File: src/rtl/cpu_pkg.sv
// rtl/cpu_pkg.sv - shared types and widths for the unified-memory arbiter
package cpu_pkg;

    localparam int ADDR_W = 32;
    localparam int DATA_W = 32;

    typedef enum logic [1:0] {
        IDLE,
        REQ,
        RESP
    } arb_state_e;

    typedef enum logic [1:0] {
        OWN_NONE,
        OWN_IF,
        OWN_LS
    } arb_owner_e;

endpackage

File: src/rtl/mem_arb_select.sv
// rtl/mem_arb_select.sv - fetch vs load/store winner selection (optional MEM_ARB_STARVE_GUARD_EN)
module mem_arb_select
`ifdef MEM_ARB_STARVE_GUARD_EN
#(
    parameter int MAX_WAIT = 4
)
`endif
(
`ifdef MEM_ARB_STARVE_GUARD_EN
    input  logic clk,
    input  logic rst,
`endif
    input  logic arb_en,
    input  logic if_req,
    input  logic ls_req,
    output logic if_win,
    output logic ls_win
);

`ifdef MEM_ARB_STARVE_GUARD_EN
    localparam int CNT_W = $clog2(MAX_WAIT + 1);

    logic [CNT_W-1:0] wait_cnt;
    logic             starve;

    // Fetch is only promoted once it has watched MAX_WAIT data accesses go first.
    assign starve = (wait_cnt == CNT_W'(MAX_WAIT)) && if_req && ls_req;

    always_comb begin
        if_win = arb_en && if_req && (!ls_req || starve);
        ls_win = arb_en && ls_req && !starve;
    end

    always_ff @(posedge clk) begin
        if (rst) begin
            wait_cnt <= '0;
        end else if (if_win) begin
            wait_cnt <= '0;
        end else if (ls_win && if_req && (wait_cnt != CNT_W'(MAX_WAIT))) begin
            wait_cnt <= wait_cnt + 1'b1;
        end
    end
`else
    always_comb begin
        if_win = arb_en && if_req && !ls_req;
        ls_win = arb_en && ls_req;
    end
`endif

endmodule

File: src/rtl/mem_arbiter.sv
// rtl/mem_arbiter.sv - single-outstanding arbiter of fetch and load/store onto one memory port
// Optional starvation guard for fetch: MEM_ARB_STARVE_GUARD_EN
module mem_arbiter
    import cpu_pkg::*;
#(
    parameter int AW       = ADDR_W,
    parameter int DW       = DATA_W,
    parameter int MAX_WAIT = 4
) (
    input  logic            clk,
    input  logic            rst,
    input  logic            if_req,
    input  logic [AW-1:0]   if_addr,
    output logic            if_gnt,
    output logic            if_rvalid,
    output logic [DW-1:0]   if_rdata,
    input  logic            ls_req,
    input  logic            ls_we,
    input  logic [AW-1:0]   ls_addr,
    input  logic [DW-1:0]   ls_wdata,
    input  logic [DW/8-1:0] ls_be,
    output logic            ls_gnt,
    output logic            ls_rvalid,
    output logic [DW-1:0]   ls_rdata,
    output logic            mem_req,
    output logic            mem_we,
    output logic [AW-1:0]   mem_addr,
    output logic [DW-1:0]   mem_wdata,
    output logic [DW/8-1:0] mem_be,
    input  logic            mem_gnt,
    input  logic            mem_rvalid,
    input  logic [DW-1:0]   mem_rdata,
    output logic            arb_busy
);

    arb_state_e       state;
    arb_owner_e       owner_q;
    logic             we_q;
    logic [AW-1:0]    addr_q;
    logic [DW-1:0]    wdata_q;
    logic [DW/8-1:0]  be_q;

    logic arb_en;
    logic if_win;
    logic ls_win;
    logic resp_hit;

    assign arb_en = (state == IDLE) && !rst;

`ifdef MEM_ARB_STARVE_GUARD_EN
    mem_arb_select #(
        .MAX_WAIT (MAX_WAIT)
    ) u_select (
        .clk    (clk),
        .rst    (rst),
        .arb_en (arb_en),
        .if_req (if_req),
        .ls_req (ls_req),
        .if_win (if_win),
        .ls_win (ls_win)
    );
`else
    logic unused_max_wait;
    assign unused_max_wait = |MAX_WAIT;

    mem_arb_select u_select (
        .arb_en (arb_en),
        .if_req (if_req),
        .ls_req (ls_req),
        .if_win (if_win),
        .ls_win (ls_win)
    );
`endif

    always_ff @(posedge clk) begin
        if (rst) begin
            state   <= IDLE;
            owner_q <= OWN_NONE;
            we_q    <= 1'b0;
            addr_q  <= '0;
            wdata_q <= '0;
            be_q    <= '0;
        end else begin
            case (state)
                IDLE: begin
                    if (ls_win) begin
                        state   <= REQ;
                        owner_q <= OWN_LS;
                        we_q    <= ls_we;
                        addr_q  <= ls_addr;
                        wdata_q <= ls_we ? ls_wdata : '0;
                        be_q    <= ls_we ? ls_be : '1;
                    end else if (if_win) begin
                        state   <= REQ;
                        owner_q <= OWN_IF;
                        we_q    <= 1'b0;
                        addr_q  <= if_addr;
                        wdata_q <= '0;
                        be_q    <= '1;
                    end
                end
                REQ: begin
                    if (mem_gnt) begin
                        state <= RESP;
                    end
                end
                RESP: begin
                    if (mem_rvalid) begin
                        state   <= IDLE;
                        owner_q <= OWN_NONE;
                    end
                end
                default: begin
                    state   <= IDLE;
                    owner_q <= OWN_NONE;
                end
            endcase
        end
    end

    assign if_gnt = if_win;
    assign ls_gnt = ls_win;

    // A response arriving while reset is asserted belongs to an abandoned transaction.
    assign resp_hit  = (state == RESP) && mem_rvalid && !rst;
    assign if_rvalid = resp_hit && (owner_q == OWN_IF);
    assign ls_rvalid = resp_hit && (owner_q == OWN_LS);
    assign if_rdata  = if_rvalid ? mem_rdata : '0;
    assign ls_rdata  = ls_rvalid ? mem_rdata : '0;

    assign mem_req   = (state == REQ);
    assign mem_we    = mem_req && we_q;
    assign mem_addr  = mem_req ? addr_q : '0;
    assign mem_wdata = mem_req ? wdata_q : '0;
    assign mem_be    = mem_req ? be_q : '0;
    assign arb_busy  = (state != IDLE);

endmodule

File: config.mk
export PLATFORM = sky130hd
export DESIGN_NAME = mem_arbiter
export DESIGN_NICKNAME = d
export VERILOG_FILES = /design/src/rtl/cpu_pkg.sv /design/src/rtl/mem_arb_select.sv /design/src/rtl/mem_arbiter.sv
export SDC_FILE = /design/constraint.sdc
export NUM_CORES = 1
export LEC_CHECK = 0
export CORE_AREA = 2 2 109 111
export CTS_CLUSTER_SIZE = 30
export DETAILED_ROUTE_END_ITERATION = 8
export DIE_AREA = 0 0 111 113
export DONT_BUFFER_PORTS = 1
export MAX_ROUTING_LAYER = met4
export SLEW_MARGIN = 0
export SYNTH_ARGS = -nofsm -noshare
export SYNTH_HDL_FRONTEND = slang
export SYNTH_SLANG_ARGS = --single-unit
File: constraint.sdc
create_clock -name clk -period 2 [get_ports clk]
set_clock_uncertainty 0.05 [all_clocks]
set_input_delay 0.1 -clock clk [delete_from_list [all_inputs] [get_ports clk]]
set_output_delay 0.1 -clock clk [all_outputs]
set_load 0.02 [all_outputs]
## Word-level counts from Yosys, hierarchy flattened

Cells that the tools add are included.

- Flip-flop bits (word level): 73
- Word-level logic and storage cells: 53
- Output and inout bits: 139
- Input port bits: 139

- Muxes and demuxes: 22
- Reductions and logical operators: 17
- Bitwise gates (word level): 1
- Eq/ne operators: 7

Operators with widths:

| operator | count |
|---|---|
| 2-to-1 mux 32 bit | 9 |
| 2-to-1 mux 4 bit | 4 |
| one-hot mux 2 bit (3 select lines) | 2 |
| 2-to-1 mux 2 bit | 5 |
| logical AND 1 bit | 9 |
| AND reduction 3 bit | 2 |
| equality test 2 x 1 -> 1 bit (second input constant) | 2 |
| equality test 2 bit (second input constant) | 2 |
| nonzero test 2 bit | 2 |
| inequality test 3 bit (second input constant) | 1 |
| logical NOT 1 bit | 2 |
| logical NOT 2 bit | 1 |
| 2-to-1 mux 1 bit | 2 |
| inequality test 2 x 1 -> 1 bit (second input constant) | 1 |
| inequality test 2 bit (second input constant) | 1 |
| AND reduction 2 bit | 1 |
| inverter 1 bit | 1 |

## Logic depth before layout (Yosys ltp)

- Word-level depth: 7
- Gate-level depth with buffers: 5
- Gate-level depth less buffers: 4

## Modules after synthesis

Synthesis repeated with hierarchy kept, for this count alone.

- Cell total of the unflattened synthesis: 490
- Area total of the unflattened synthesis: 3941.3 um2

Modules (own cells, without submodules):

| module | cells an instance | instances | area an instance (um2) | sequential area each (um2) |
|---|---|---|---|---|
| mem_arbiter | 488 | 1 | 3925.0 | 1461.4 |
| mem_arb_select | 2 | 1 | 16.3 | 0.0 |

## Least setup slack after synthesis

OpenSTA, ideal clock, no wires.

- Path type: register -> output
- Start: register state[0]
- End: output if_rdata[22]
- Data arrival time: 1.506 ns
- Path slack: 0.344 ns
- Stages on the path, launching flop included: 5
- Required time: 1.850 ns
- Buffers on the path: 1
- Cell sequence: dfxtp_1 nand4bb_1 nor3b_2 clkbuf_1 and2_1

- Cells in the longest elaborated chain, start to end: 5

Ends and longest elaborated chain:

| what | line | text |
|---|---|---|
| start: declaration | mem_arbiter.sv:36 | `arb_state_e state;` |
| start signal: assignment | mem_arbiter.sv:77 | `state <= IDLE;` |
| start signal: assignment | mem_arbiter.sv:87 | `state <= REQ;` |
| start signal: assignment | mem_arbiter.sv:94 | `state <= REQ;` |
| equality test 2 bit | mem_arbiter.sv:125 | `assign resp_hit = (state == RESP) && mem_rvalid && !rst;` |
| logical AND 1 bit (2 in a row) | mem_arbiter.sv:125 |  |
| logical AND 1 bit | mem_arbiter.sv:126 | `assign if_rvalid = resp_hit && (owner_q == OWN_IF);` |
| net if_rvalid | mem_arbiter.sv:15 | `output logic if_rvalid,` |
| 2-to-1 mux 32 bit | mem_arbiter.sv:128 | `assign if_rdata = if_rvalid ? mem_rdata : '0;` |
| end: declaration | mem_arbiter.sv:16 | `output logic [DW-1:0] if_rdata,` |

The timed path passes the listed nets, and every way through them passes these cells.

## Worst setup path after layout

- Start: register state[0]
- End: output if_rdata[0]

- Cells in the longest elaborated chain, start to end: 5

Ends and longest elaborated chain:

| what | line |
|---|---|
| equality test 2 bit | mem_arbiter.sv:125 |
| logical AND 1 bit (2 in a row) | mem_arbiter.sv:125 |
| logical AND 1 bit | mem_arbiter.sv:126 |
| 2-to-1 mux 32 bit | mem_arbiter.sv:128 |

No other way between the ends.

==> impl_metrics.env <==
export IMPL_status="finished clean"
export IMPL_drt_total_wl_mm=12.9
export IMPL_multi_input_area_um2=1880
export IMPL_cp_data_required_time_ns=1.85
export IMPL_routedWlPerCell_um=19.7
export IMPL_rsz0062_at_grt="no"
export IMPL_grt_ovfl_total=0
export IMPL_floorplan_initialDensity_pct=31.3
export IMPL_areaGrowthSynthToFinish_pct=43.6
export IMPL_crit_fanout=33
export IMPL_clkTransAtPathRegs_ns=0.06
export IMPL_p_per_area_nw_per_um2=794
export IMPL_synth_seq_cells=73
export IMPL_ys_seq_area_share_pct=41.4
export IMPL_coreArea_um2=11300
export IMPL_clock_sinks=73
export IMPL_die_y_um=113
export IMPL_yosys_area_share_xor_xnor_pct=0
export IMPL_synthCells=415
export IMPL_synth_top_family_by_area="simple AND/OR/NAND/NOR gates"
export IMPL_cts_buffers=9
export IMPL_yosysTopAreaCell="dfxtp_1"
export IMPL_drive_gt1_share_pct=7.99
export IMPL_yosys_area_share_simple_pct=32.9
export IMPL_die_w_um=111
export IMPL_dr_pass1_iters=4
export IMPL_grt_pass1_vias=3654
export IMPL_yosys_warnings=0
export IMPL_vias=3547
export IMPL_endpoint_kind="primary output"
export IMPL_synth_net_count=554
export IMPL_leakage_nw=2.04
export IMPL_synth_top_cell_area_share_pct=41.4
export IMPL_vias_per_cell=5.41
export IMPL_hpwl_mm=7.76
export IMPL_cts_tree="built"
export IMPL_hold_violations=0
export IMPL_seq_area_um2=1460
export IMPL_ir_drop_uv=624
export IMPL_gp_congestion=0.789
export IMPL_ys_types=25
export IMPL_muxShareOfSynthArea_pct=0
export IMPL_timing_fmax_ghz=0.529
export IMPL_num_rows=39
export IMPL_syn_area_um2=3530
export IMPL_antenna_cells=0
export IMPL_fillers=1019
export IMPL_final_nets=647
export IMPL_fin_crit_ns=1.89
export IMPL_finalSetupViolations=0
export IMPL_synth_area_leaders="dfxtp_1 (41%), and2_1 (24%), a22o_1 (7.9%)"
export IMPL_drtIter0Drc=183
export IMPL_worstMarginPinSlew_ns=0.443
export IMPL_grt_usage_pct=20.1
export IMPL_grt_pass1_wl_mm=19.2
export IMPL_grt_max_degree=41
export IMPL_worst_setup_path_start_kind="register"
export IMPL_cts_htree_levels=3
export IMPL_antenna_found_initial=1
export IMPL_drc=0
export IMPL_power_mw=4.03
export IMPL_io_buffers=0
export IMPL_ant_nets=0
export IMPL_critical_path_class="register to primary output"
export IMPL_hp_class="input port to register"
export IMPL_clockBufferDepth=2
export IMPL_fin_crit_sh_pct=94.5
export IMPL_setup_tns_ns=0
export IMPL_die_area_um2=12500
export IMPL_cp_arrival_ns=1.74
export IMPL_syn_avg_cell_area_um2=8.51
export IMPL_synth_compound_area_share_pct=20.1
export IMPL_slew_viol_final=0
export IMPL_drv_cap=0
export IMPL_cts_root_buf="clkbuf_16"
export IMPL_synth_fa_ha_area_share_pct=0
export IMPL_relSlewSlack_pct=70.5
export IMPL_clock_latency_ns=0.33
export IMPL_io_pins=278
final cells by class:
cell class | instances | share of cell area [%]
multi-input cells | 298 | 37.1
flip-flops and latches | 73 | 28.9
repair buffers | 123 | 24.2
clock buffers | 14 | 5.41
well taps | 143 | 3.53
clock inverters | 2 | 0.691
inverters | 3 | 0.222
cells in the final DEF (no fill, tap or decap):
cell	instances
clkinv_2	1
buf_6	2
nand4bb_1	1
a22oi_1	2
dfxtp_2	1
dfxtp_1	72
inv_1	3
nor3b_2	2
and2b_2	1
bufinv_16	1
buf_4	14
nand2b_1	1
nor3b_1	1
clkbuf_1	2
nor2_1	9
or4bb_1	1
a22o_1	32
nor3b_4	1
nor3_1	36
clkbuf_16	9
or2_2	1
a21oi_1	38
or3b_1	1
o22ai_1	32
clkbuf_8	3
or4b_1	1
dlygate4sd3_1	104
a21oi_2	1
buf_12	3
o21ai_0	2
a21o_1	1
nor2_2	1
and2_1	133
kinds of logic after synthesis:
group,after synthesis
simple gates,190
flops,73
buf+inv,44
compound gates,108
worst paths after layout:
kind | from | endpoint | slack (ns) | cells past startpoint
setup / recovery | state[0]$_SDFFE_PP0P_ | if_rdata[0] | 0.11 | 5
hold / removal | mem_rvalid | state[1]$_SDFFE_PP0P_ | 0.03 | 3
setup reg to reg | state[0]$_SDFFE_PP0P_ | state[0]$_SDFFE_PP0P_ | 0.21 | 5
hold reg to reg | we_q$_SDFFE_PP0P_ | we_q$_SDFFE_PP0P_ | 0.39 | 1
metal layers:
layer / wire length (µm) / track usage (%) / vias up
li1: - / - / 1631
met4: 461 / 9.75 / 0
met3: 967 / 6.16 / 37
met1: 5200 / 22.9 / 1667
met2: 6290 / 32.5 / 212
met5: 0 / - / -
registers in the layout, indices dropped and copies added (netlist names):
register / flops
we_q: 1
wdata_q: 32
addr_q: 32
be_q: 4
owner_q: 2
state: 2
power by group:
part	internal, mW	total (mW)	switching [mW]
Combinational	0.332	0.737	0.406
Clock	1.07	1.65	0.582
Sequential	1.58	1.64	0.0642
Total	2.98	4.03	1.05
critical path, cell delays in order, from the launching register on:
cell and delay (ns):
dfxtp_1 0.36, nand4bb_1 0.27, nor3b_2 0.24, buf_6 0.22, and2_1 0.18, buf_4 0.14
synthesized netlist by cell type:
cell type / instances
buf_2: 2
or2_2: 1
a21oi_1: 39
a22o_1: 32
o21ai_0: 2
nand4bb_1: 1
dfxtp_1: 73
buf_1: 2
or4bb_1: 1
nand2b_1: 1
nor3b_4: 1
clkbuf_1: 33
o22ai_1: 32
nor2_1: 10
inv_1: 3
a22oi_1: 2
a21o_1: 1
and2_1: 133
nor3b_2: 2
and2b_1: 1
nor3b_1: 1
or3b_1: 1
or4b_1: 1
nor3_1: 36
buf_6: 4
through the flow:
stage	area, µm²	instances	hold WS [ns]	worst slack, ns	utilization, %
after floorplan	3530	415	0.176	0.344	-
after global placement	3690	535	0.131	0.468	32.7
after detailed placement	3690	535	0.132	0.409	32.7
after CTS	5060	656	0.0191	0.0377	44.9
after global routing	5070	656	0.0303	0.0133	45.0
final	5070	656	0.0306	0.109	45.0
what timing repair did:
item / 4_1_cts / 5_1_grt
hold endpoints to repair: 72 / 0
buffers inserted: 0 / 0
hold buffers: 105 / 0
resized for setup: 0 / 3
setup endpoints to repair: 0 / 65
Note: power is estimated with default switching activity, not from simulation.
